## src/rtl/hex_message_scroller_if.sv

```systemverilog
// Nibble write port of the hex message scroller: valid/ready handshake.
// The master drives valid and data; the scroller answers with ready.
interface hex_message_scroller_if;
   logic       wr_valid;
   logic [3:0] wr_data;
   logic       wr_ready;

   modport master (
      output wr_valid,
      output wr_data,
      input  wr_ready
   );

   modport slave (
      input  wr_valid,
      input  wr_data,
      output wr_ready
   );
endinterface

```

## src/rtl/hex_message_scroller.sv

```systemverilog
// Message buffer of hex nibbles shown as a scrolling NUM_HEX-digit window.
// The window advances on a prescaled tick or on a step pulse, with GAP blanks between repeats.
module hex_message_scroller #(
   parameter int NUM_HEX  = 6,
   parameter int MAX_LEN  = 16,
   parameter int TICK_DIV = 50000000,
   parameter int GAP      = 2
) (
   input  logic                   i_clock,
   input  logic                   i_reset_n,
   input  logic                   i_clear,
   hex_message_scroller_if.slave  wr,
   input  logic                   i_enable,
   input  logic                   i_step,
   output logic [3:0]             o_hex [NUM_HEX],
   output logic [NUM_HEX-1:0]     o_blank,
   output logic                   o_wrap
);

   localparam int POS_W  = $clog2(MAX_LEN + GAP + 1);
   localparam int BUF_AW = (MAX_LEN > 1) ? $clog2(MAX_LEN) : 1;
   localparam int CNT_W  = $clog2(TICK_DIV);

   logic [3:0]         buf_q [MAX_LEN];
   logic [POS_W-1:0]   len_q, len_d;
   logic [POS_W-1:0]   pos_q, pos_d;
   logic [CNT_W-1:0]   cnt_q, cnt_d;
   logic               wrap_evt_q, wrap_evt_d;
   logic               wrap_q, wrap_d;
   logic [3:0]         hex_q [NUM_HEX];
   logic [3:0]         hex_d [NUM_HEX];
   logic [NUM_HEX-1:0] blank_q, blank_d;

   logic [POS_W-1:0]   virt_len;
   logic [POS_W-1:0]   virt_idx [NUM_HEX];
   logic               wr_fire;
   logic               running;
   logic               tick;
   logic               advance;

   assign wr.wr_ready = (len_q < POS_W'(MAX_LEN)) && !i_clear;
   assign wr_fire     = wr.wr_valid && wr.wr_ready;
   assign virt_len    = len_q + POS_W'(GAP);
   assign running     = i_enable && (len_q != '0);
   assign tick        = running && (cnt_q == CNT_W'(TICK_DIV - 1));
   assign advance     = (tick || i_step) && (len_q != '0);

   // NOTE: every variable written in an always_comb gets a default first, so no path can infer a latch.
   always_comb begin
      len_d      = len_q;
      pos_d      = pos_q;
      cnt_d      = cnt_q;
      wrap_evt_d = 1'b0;
      if (i_clear) begin
         len_d = '0;
         pos_d = '0;
         cnt_d = '0;
      end else begin
         if (running) begin
            cnt_d = tick ? '0 : cnt_q + CNT_W'(1);
         end
         if (wr_fire) begin
            len_d = len_q + POS_W'(1);
         end
         if (advance) begin
            if (pos_q == virt_len - POS_W'(1)) begin
               pos_d      = '0;
               wrap_evt_d = 1'b1;
            end else begin
               pos_d = pos_q + POS_W'(1);
            end
         end
      end
   end

   // Walk left to right with a wrapping increment; exact even when the window is wider than L.
   always_comb begin
      virt_idx[NUM_HEX-1] = pos_q;
      for (int k = NUM_HEX - 2; k >= 0; k--) begin
         virt_idx[k] = (virt_idx[k+1] == virt_len - POS_W'(1)) ? '0 : virt_idx[k+1] + POS_W'(1);
      end
      for (int k = 0; k < NUM_HEX; k++) begin
         hex_d[k]   = 4'h0;
         blank_d[k] = 1'b1;
         if (virt_idx[k] < len_q) begin
            hex_d[k]   = buf_q[virt_idx[k][BUF_AW-1:0]];
            blank_d[k] = 1'b0;
         end
      end
   end

   // The wrap pulse lines up with the first display cycle that shows pos 0.
   assign wrap_d = wrap_evt_q;

   // NOTE: sequential state is assigned with non-blocking <= only, so every flop samples pre-edge values.
   always_ff @(posedge i_clock or negedge i_reset_n) begin
      if (!i_reset_n) begin
         len_q      <= '0;
         pos_q      <= '0;
         cnt_q      <= '0;
         wrap_evt_q <= 1'b0;
         wrap_q     <= 1'b0;
         blank_q    <= '1;
         for (int k = 0; k < NUM_HEX; k++) begin
            hex_q[k] <= 4'h0;
         end
      end else begin
         len_q      <= len_d;
         pos_q      <= pos_d;
         cnt_q      <= cnt_d;
         wrap_evt_q <= wrap_evt_d;
         wrap_q     <= wrap_d;
         blank_q    <= blank_d;
         hex_q      <= hex_d;
      end
   end

   // NOTE: the message buffer has no reset; entries at or above len are never displayed.
   always_ff @(posedge i_clock) begin
      if (wr_fire) begin
         buf_q[len_q[BUF_AW-1:0]] <= wr.wr_data;
      end
   end

   assign o_hex   = hex_q;
   assign o_blank = blank_q;
   assign o_wrap  = wrap_q;

endmodule

```

## src/flat_wrapper.sv

```systemverilog
// flat-port wrapper written by rule: the top's interface ports become plain ports
module hex_message_scroller_flat 
#(
   parameter int NUM_HEX  = 6,
   parameter int MAX_LEN  = 16,
   parameter int TICK_DIV = 50000000,
   parameter int GAP      = 2
)
  (i_clock, i_reset_n, i_clear, i_enable, i_step, o_hex, o_blank, o_wrap, wr_wr_valid, wr_wr_data, wr_wr_ready);
  hex_message_scroller_if wr_i ();
  input  logic i_clock;
  input  logic i_reset_n;
  input  logic i_clear;
  input  logic i_enable;
  input  logic i_step;
  output logic [3:0] o_hex[NUM_HEX];
  output logic [NUM_HEX-1:0] o_blank;
  output logic o_wrap;
  input wire logic [$bits(wr_i.wr_valid)-1:0] wr_wr_valid;
  input wire logic [$bits(wr_i.wr_data)-1:0] wr_wr_data;
  output wire logic [$bits(wr_i.wr_ready)-1:0] wr_wr_ready;
  assign wr_i.wr_valid = wr_wr_valid;
  assign wr_i.wr_data = wr_wr_data;
  assign wr_wr_ready = wr_i.wr_ready;
  hex_message_scroller #(.NUM_HEX(NUM_HEX), .MAX_LEN(MAX_LEN), .TICK_DIV(TICK_DIV), .GAP(GAP)) u_core (.i_clock(i_clock), .i_reset_n(i_reset_n), .i_clear(i_clear), .wr(wr_i), .i_enable(i_enable), .i_step(i_step), .o_hex(o_hex), .o_blank(o_blank), .o_wrap(o_wrap));
endmodule
```

## config.mk

```make
export PLATFORM = sky130hd
export DESIGN_NAME = hex_message_scroller_flat
export DESIGN_NICKNAME = d
export VERILOG_FILES = /design/src/rtl/hex_message_scroller_if.sv /design/src/rtl/hex_message_scroller.sv /design/src/flat_wrapper.sv
export SDC_FILE = /design/constraint.sdc
export NUM_CORES = 1
export LEC_CHECK = 0
export CORE_MARGIN = 5
export CORE_UTILIZATION = 50
export DETAILED_ROUTE_END_ITERATION = 16
export GPL_TIMING_DRIVEN = 0
export HOLD_SLACK_MARGIN = 0.1
export PLACE_DENSITY_LB_ADDON = 0.3
export SLEW_MARGIN = 25
export SYNTH_ARGS = -nofsm -noshare
export SYNTH_HDL_FRONTEND = slang
export SYNTH_SLANG_ARGS = --single-unit
```

## constraint.sdc

```tcl
create_clock -name i_clock -period 19.37 [get_ports i_clock]
set_clock_uncertainty 0.1 [all_clocks]
set_input_delay 2.9055 -clock i_clock [delete_from_list [all_inputs] [get_ports i_clock]]
set_output_delay 2.9055 -clock i_clock [all_outputs]
set_load 0.01 [all_outputs]
```

==> metrics.yaml <==
power:
  clockPowerShare_pct: 17.8
  finalPower_uw: 1970
  switching_share_pct: 46.7
  p_int_uw: 1050
  power_density_nw_per_um2: 170
  ir_drop_v: 0.000107
  p_leak_uw: 0.00444
  p_seq_share_pct: 17.1
  combPwrFrac_pct: 65.1
  switching_power_uw: 921
yosys:
  syn_inst: 1100
  avgSynthCellArea_um2: 9.30
  synth.cells.most_frequent: "nand2_1 (142), nor2_1 (84), nand3_1 (67)"
  synth_nets: 1149
  synth_top_area_share_pct: 18.8
  synth_area_leaders: "edfxtp_1 (19%), dfrtp_1 (15%), mux4_2 (6.4%)"
  ys_async_sr_fraction_pct: 51.5
  synth_top_area_cell: "edfxtp_1"
  syn-cell-area_um2: 10200
  yosysUniqueCellTypes: 89
  ys_seq_area_share_pct: 35.5
  yosys_warnings: 0
  synth-edff-count: 64
  yosysMostFrequentCell: "nand2_1"
  ys_ff_latch: 132
  synth_ff_type: "edfxtp_1"
clock_network:
  h-tree-depth: 4
  cts.path.max_buffers: 2
  clkSlewWorstSetupHoldPaths_ps: 70
  cts.sinks: 132
  holdBufCountCts: 0
  insertion_delay_ps: 430
  tritoncts: "built"
  cts_setup_buffers: 0
  cts_inserted_buffers: 17
  cts-root-buf: "clkbuf_16"
  cts_resized: 0
grt:
  antenna_found_initial: 0
  grt_pass1_vias: 9270
  grt_start_max_net_pins: 36
  grt_pass1_wl_mm: 58.4
  grt_usage_pct: 33.1
  gr-total-overflow: 0
floorplanning:
  die_height_um: 153
  top_level_ports: 42
  initial_core_util_pct: 50.7
  die_area_um2: 23400
  fp-row-count: 52
  die_w_um: 153
  core_area_um2: 20200
finish:
  stdcell_count: 1443
  drive_gt1_share_pct: 11.2
  finish.utilization_pct: 57.6
  synthToLayoutAreaGrowth_pct: 13.6
  diodes: 0
  design.final.nets: 1209
worst_setup_path:
  critPathLaunchType: "flop"
  critPathKind: "reg2reg"
  cp.arrival_ps: 16310
  cp_slowest_cell: "buf_1"
  crit_required_ps: 19590
  rrSetupSlack_ps: 3280
  cpPeakStageDelay_ps: 690
  path_max_fanout: 10
  cpMostUsedCell: "clkbuf_1"
  cp-end-kind: "flop"
sta:
  period_share_pct: 83.1
  fin_crit_ps: 16090
  slew_viol_final: 0
  tightest_slew_ps: 1010
  setup_viol: 0
  rsz0062_at_grt: "false"
  slew_headroom_pct: 32.0
  fmaxAchievable_mhz: 62.1
  finalHoldViolCount: 0
  setup_tns_ps: 0
placed_design:
  dp_hpwl_mm: 27.1
  routabilityCongestion: 1.03
  io_buffers: 40
  place_inst: 1411
route:
  wire_per_inst_um: 27.6
  num_vias: 9918
  first_iter_violations: 1447
  drc: 0
  vias_per_cell: 6.87
  firstDrtPassIters: 7
  ant_nets: 0
  drt_wl_total_mm: 39.8
outcome:
  outcome: "completed"
flow_run:
  maxCapViolations: 0
worst_hold_path:
  hold_class: "reg2reg"
==> final cells by class <==
type	count	area [um^2]
Buffer	75	324
Multi-Input combinational cell	858	6140
Clock inverter	15	210
Sequential cell	132	3630
Fill cell	1809	8550
Timing Repair Buffer	41	418
Clock buffer	17	425
Inverter	35	134
Tap cell	270	338
==> kinds of logic (layout without fill, tap and decap cells) <==
family	count (synthesis)	count (layout)	share of synthesized area, %
mux	83	83	11.8
flops	132	132	35.5
xor+xnor	51	51	5.15
buf+inv	110	183	4.48
compound gates	251	251	17.5
fa+ha+maj	39	39	4.77
simple gates	434	434	20.8
==> metrics by stage <==
stage / cell area, um^2 / worst slack (ps) / hold WS [ps]
after detailed placement: 11000 / 3850 / 247
after global placement: 11000 / 4100 / 233
after floorplan: 10200 / 7720 / 231
final: 11600 / 3280 / 269
after global routing: 11600 / 2410 / 279
after CTS: 11600 / 3850 / 265
==> placed cells by master (no fill, tap or decap), types with 11 or more instances in the layout <==
cell / count
a211oi_1: 31
a21oi_1: 39
a221oi_1: 23
a311oi_1: 14
a31oi_1: 15
buf_2: 12
clkbuf_1: 51
clkbuf_16: 17
clkdlybuf4s50_1: 39
dfrtp_1: 62
edfxtp_1: 64
ha_1: 39
inv_1: 27
mux2i_1: 43
mux4_2: 29
nand2_1: 142
nand3_1: 67
nor2_1: 84
nor2b_1: 20
nor3_1: 24
nor4_1: 16
o211ai_1: 11
o21a_1: 11
o21ai_0: 38
or3_1: 15
xnor2_1: 22
xor2_1: 24
==> final timing paths <==
check | start | endpoint | cells after the start
max in group asynchronous | i_reset_n | u_core.o_blank[3]$_DFF_PN1_ | 2
min in group asynchronous | i_reset_n | u_core.cnt_q[20]$_DFFE_PN0P_ | 1
setup / recovery | u_core.pos_q[0]$_DFFE_PN0P_ | u_core.o_hex[22]$_DFF_PN0_ | 51
setup reg to reg | u_core.pos_q[0]$_DFFE_PN0P_ | u_core.o_hex[22]$_DFF_PN0_ | 51
hold / removal | u_core.wrap_d$_DFF_PN0_ | u_core.o_wrap$_DFF_PN0_ | 0
hold reg to reg | u_core.wrap_d$_DFF_PN0_ | u_core.o_wrap$_DFF_PN0_ | 0
==> power groups by stage <==
stage / clock [uW] / sequential [uW] / combinational [uW]
after detailed placement: 0 / 343 / 1240
final: 352 / 338 / 1280
after global placement: 0 / 343 / 1230
after global routing: 366 / 340 / 1380
after CTS: 354 / 337 / 1250
after floorplan: 0 / 351 / 931
==> critical path: cells and delay by family (launching register included) <==
kind | cells | cell delay (ps)
AND/OR/NAND/NOR | 11 | 2570
AO/OA/AOI/OAI | 13 | 3120
flip-flops | 1 | 450
buffers and inverters | 19 | 6990
adder cells (fa/ha/maj) | 6 | 1980
multiplexers | 2 | 680
==> registers in the layout, indices dropped and copies added (netlist names) <==
name and flops:
u_core.pos_q 5, u_core.buf_q 64, u_core.cnt_q 26, u_core.len_q 5
u_core.o_blank 6, u_core.o_wrap 1, u_core.o_hex 24, u_core.wrap_d 1
==> routing by layer <==
layer	up-vias	share of wire [%]	global-route usage, %
li1	4261	-	-
met1	4661	38	44.5
met2	807	41	47.5
met3	189	15	12.6
met4	0	6.2	15.1
met5	-	0	0
Power figures use the tool's default switching activity.
==> RTL change (same flow settings) <==
`TICK_DIV` is set to 50000000 in 2 places; all go to 100000000.
--- a/src/rtl/hex_message_scroller.sv
+++ b/src/rtl/hex_message_scroller.sv
@@ -3,7 +3,7 @@
 module hex_message_scroller #(
    parameter int NUM_HEX  = 6,
    parameter int MAX_LEN  = 16,
-   parameter int TICK_DIV = 50000000,
+   parameter int TICK_DIV = 100000000,
    parameter int GAP      = 2
 ) (
    input  logic                   i_clock,
--- a/src/flat_wrapper.sv
+++ b/src/flat_wrapper.sv
@@ -3,7 +3,7 @@
 #(
    parameter int NUM_HEX  = 6,
    parameter int MAX_LEN  = 16,
-   parameter int TICK_DIV = 50000000,
+   parameter int TICK_DIV = 100000000,
    parameter int GAP      = 2
 )
   (i_clock, i_reset_n, i_clear, i_enable, i_step, o_hex, o_blank, o_wrap, wr_wr_valid, wr_wr_data, wr_wr_ready);
Function: same outputs for any inputs over 4 cycles, from zero or initial values and one cycle with i_reset_n low; that may be too few to reach the edited logic, so the function may still have changed.
==> RTL change against the original RTL <==
  * Sequential cell count up 1
  * Via count rose by 4.8%
  * Setup slack better by 2.2 ns
  * Area after synthesis rose by 1.4%
  * Critical path depth decreased by 7
  * Count of clock-buffer cells in the layout did not move
  * Sequential power barely moved
  * Design area is 1.3% higher
  * Total power decreased by 4.5%
  * Wire length grew 2.1%
  * Critical path type unchanged
  * Critical endpoint is now u_core.o_hex[23]
==> RTL change: results (changes against the original RTL) <==
run_status:
  status: "completed"
synth:
  yosys-top-cells-area: "edfxtp_1 (19%), dfrtp_1 (15%), nand2_1 (7.2%)"
  synth_cell_type_count: 83  # -6.7%
  syn_nets: 1215  # +5.7%
  ys_seq_area_share_pct: 35.3  # -0.25 points
  synthTopCellsByCount: "nand2_1 (199), nand3_1 (83), nor2_1 (66)"
  synthArstFlopShare_pct: 51.9  # +0.36 points
  yosysWarnings: 0  # unchanged
  syn_area_per_cell_um2: 8.89  # -4.3%
global_routing:
  grt_max_degree: 40  # +11%
  grt_usage_pct: 33.6  # +0.54 points
  antenna_found_initial: 1  # +1
  grt_pass1_wl_mm: 60.4  # +3.4%
  grt_pass1_vias: 9762  # +5.3%
worst_setup_path:
  critical-path-slowest-cell: "a21oi_1"
  slowest_delay_ns: 0.96  # +0.27 ns
  crit_arrival_ns: 14.15  # -2.16 ns
final_layout:
  nNetsFinal: 1275  # +5.5%
  drive_gt1_share_pct: 8.47  # -2.7 points
  largest_register_ffs: 64  # unchanged
clock_tree:
  clkLatencyLatePin_ns: 0.43  # about the same
  cts_setup_buffers: 0  # unchanged
  cts_root_buffer: "clkbuf_16"
  numCtsBuffers: 17  # unchanged
  cts_max_level: 4  # unchanged
  clk_path_buf_depth: 2  # unchanged
  cts_resized: 0  # unchanged
pwr:
  ir_worst_vdd_mv: 0.133  # +24%
  power_switching_uw: 915  # -0.68%
  p_leak_uw: 0.00452  # +1.8%
placement:
  dp_slack_ns: 6.18  # +2.33 ns
  portBuffers: 40  # unchanged
  dp_cells: 1477  # +4.7%
  globalplace.congestion: 1.06  # +3.3%
  dp_hpwl_mm: 27.9  # +2.9%
min_path:
  hold_class: "reg2reg"
detailed_routing:
  viasPerCell: 6.89  # +0.19%
  routed_wl_mm: 40.7  # +2.1%
  drc: 0  # unchanged
  first_pass_iters: 9  # +2
  dr_total_vias: 10398  # +4.8%
  drt_iter0_drc: 1621  # +12%
timing:
  worst_pin_slew_ns: 1.17  # +0.162 ns
[RTL change: cell families (layout without fill, tap and decap cells)]
logic type	Yosys count	count (layout)	share of synthesized area, %
simple gates	513	513	23.6
flops	133	133	35.3
compound gates	254	254	18.4
xor+xnor	58	58	5.19
mux	61	61	8.57
other cells	0	1	0
fa+ha+maj	39	39	4.71
buf+inv	108	181	4.31
[RTL change: worst paths after layout]
check | from | end | slack (ns) | depth (start not counted)
worst max-delay path | u_core.pos_q[0] | u_core.o_hex[23] | 5.44 | 44
worst min-delay path | u_core.wrap_d | u_core.o_wrap | 0.26 | 0
worst max register to register | u_core.pos_q[0] | u_core.o_hex[23] | 5.44 | 44
worst min register to register | u_core.wrap_d | u_core.o_wrap | 0.26 | 0
max in group asynchronous | i_reset_n | u_core.o_blank[1] | 16.22 | 2
min in group asynchronous | i_reset_n | u_core.cnt_q[9] | 2.31 | 1
[RTL change: final cells by class]
type	count	area, µm²
flip-flops and latches	133	3660
clock buffers	17	425
diodes	1	2.50
fillers	1821	8530
well taps	270	338
multi-input cells	925	6270
inverters	28	105
repair buffers	41	418
plain buffers	80	342
clock inverters	15	213
[RTL change: metal layers]
metal  share of wire (%)  global-route usage, %  up-vias
met2                  40                   47.0      829
met5               0.032                      0        -
met4                 7.1                   17.7        2
met3                  16                   13.9      237
met1                  37                   44.4     4848
li1                    -                      -     4482
[RTL change: through the flow]
| stage | total power, µW | hold slack [ns] | cell area, µm² |
|---|---|---|---|
| final | 1890 | 0.264 | 11800 |
| after global routing | 1990 | 0.274 | 11800 |
| after CTS | 1840 | 0.262 | 11800 |
| after detailed placement | 1490 | 0.249 | 11100 |
| after global placement | 1480 | 0.252 | 11100 |
| after floorplan | 1180 | 0.231 | 10400 |
[RTL change: power by group through the flow]
| stage | Sequential [µW] | Clock (µW) | Combinational [µW] |
|---|---|---|---|
| 2_1_floorplan | 351 | 0 | 826 |
| 3_3_place_gp | 343 | 0 | 1140 |
| 3_5_place_dp | 344 | 0 | 1150 |
| 4_1_cts | 338 | 349 | 1160 |
| 5_1_grt | 341 | 363 | 1280 |
| 6_report | 338 | 345 | 1200 |
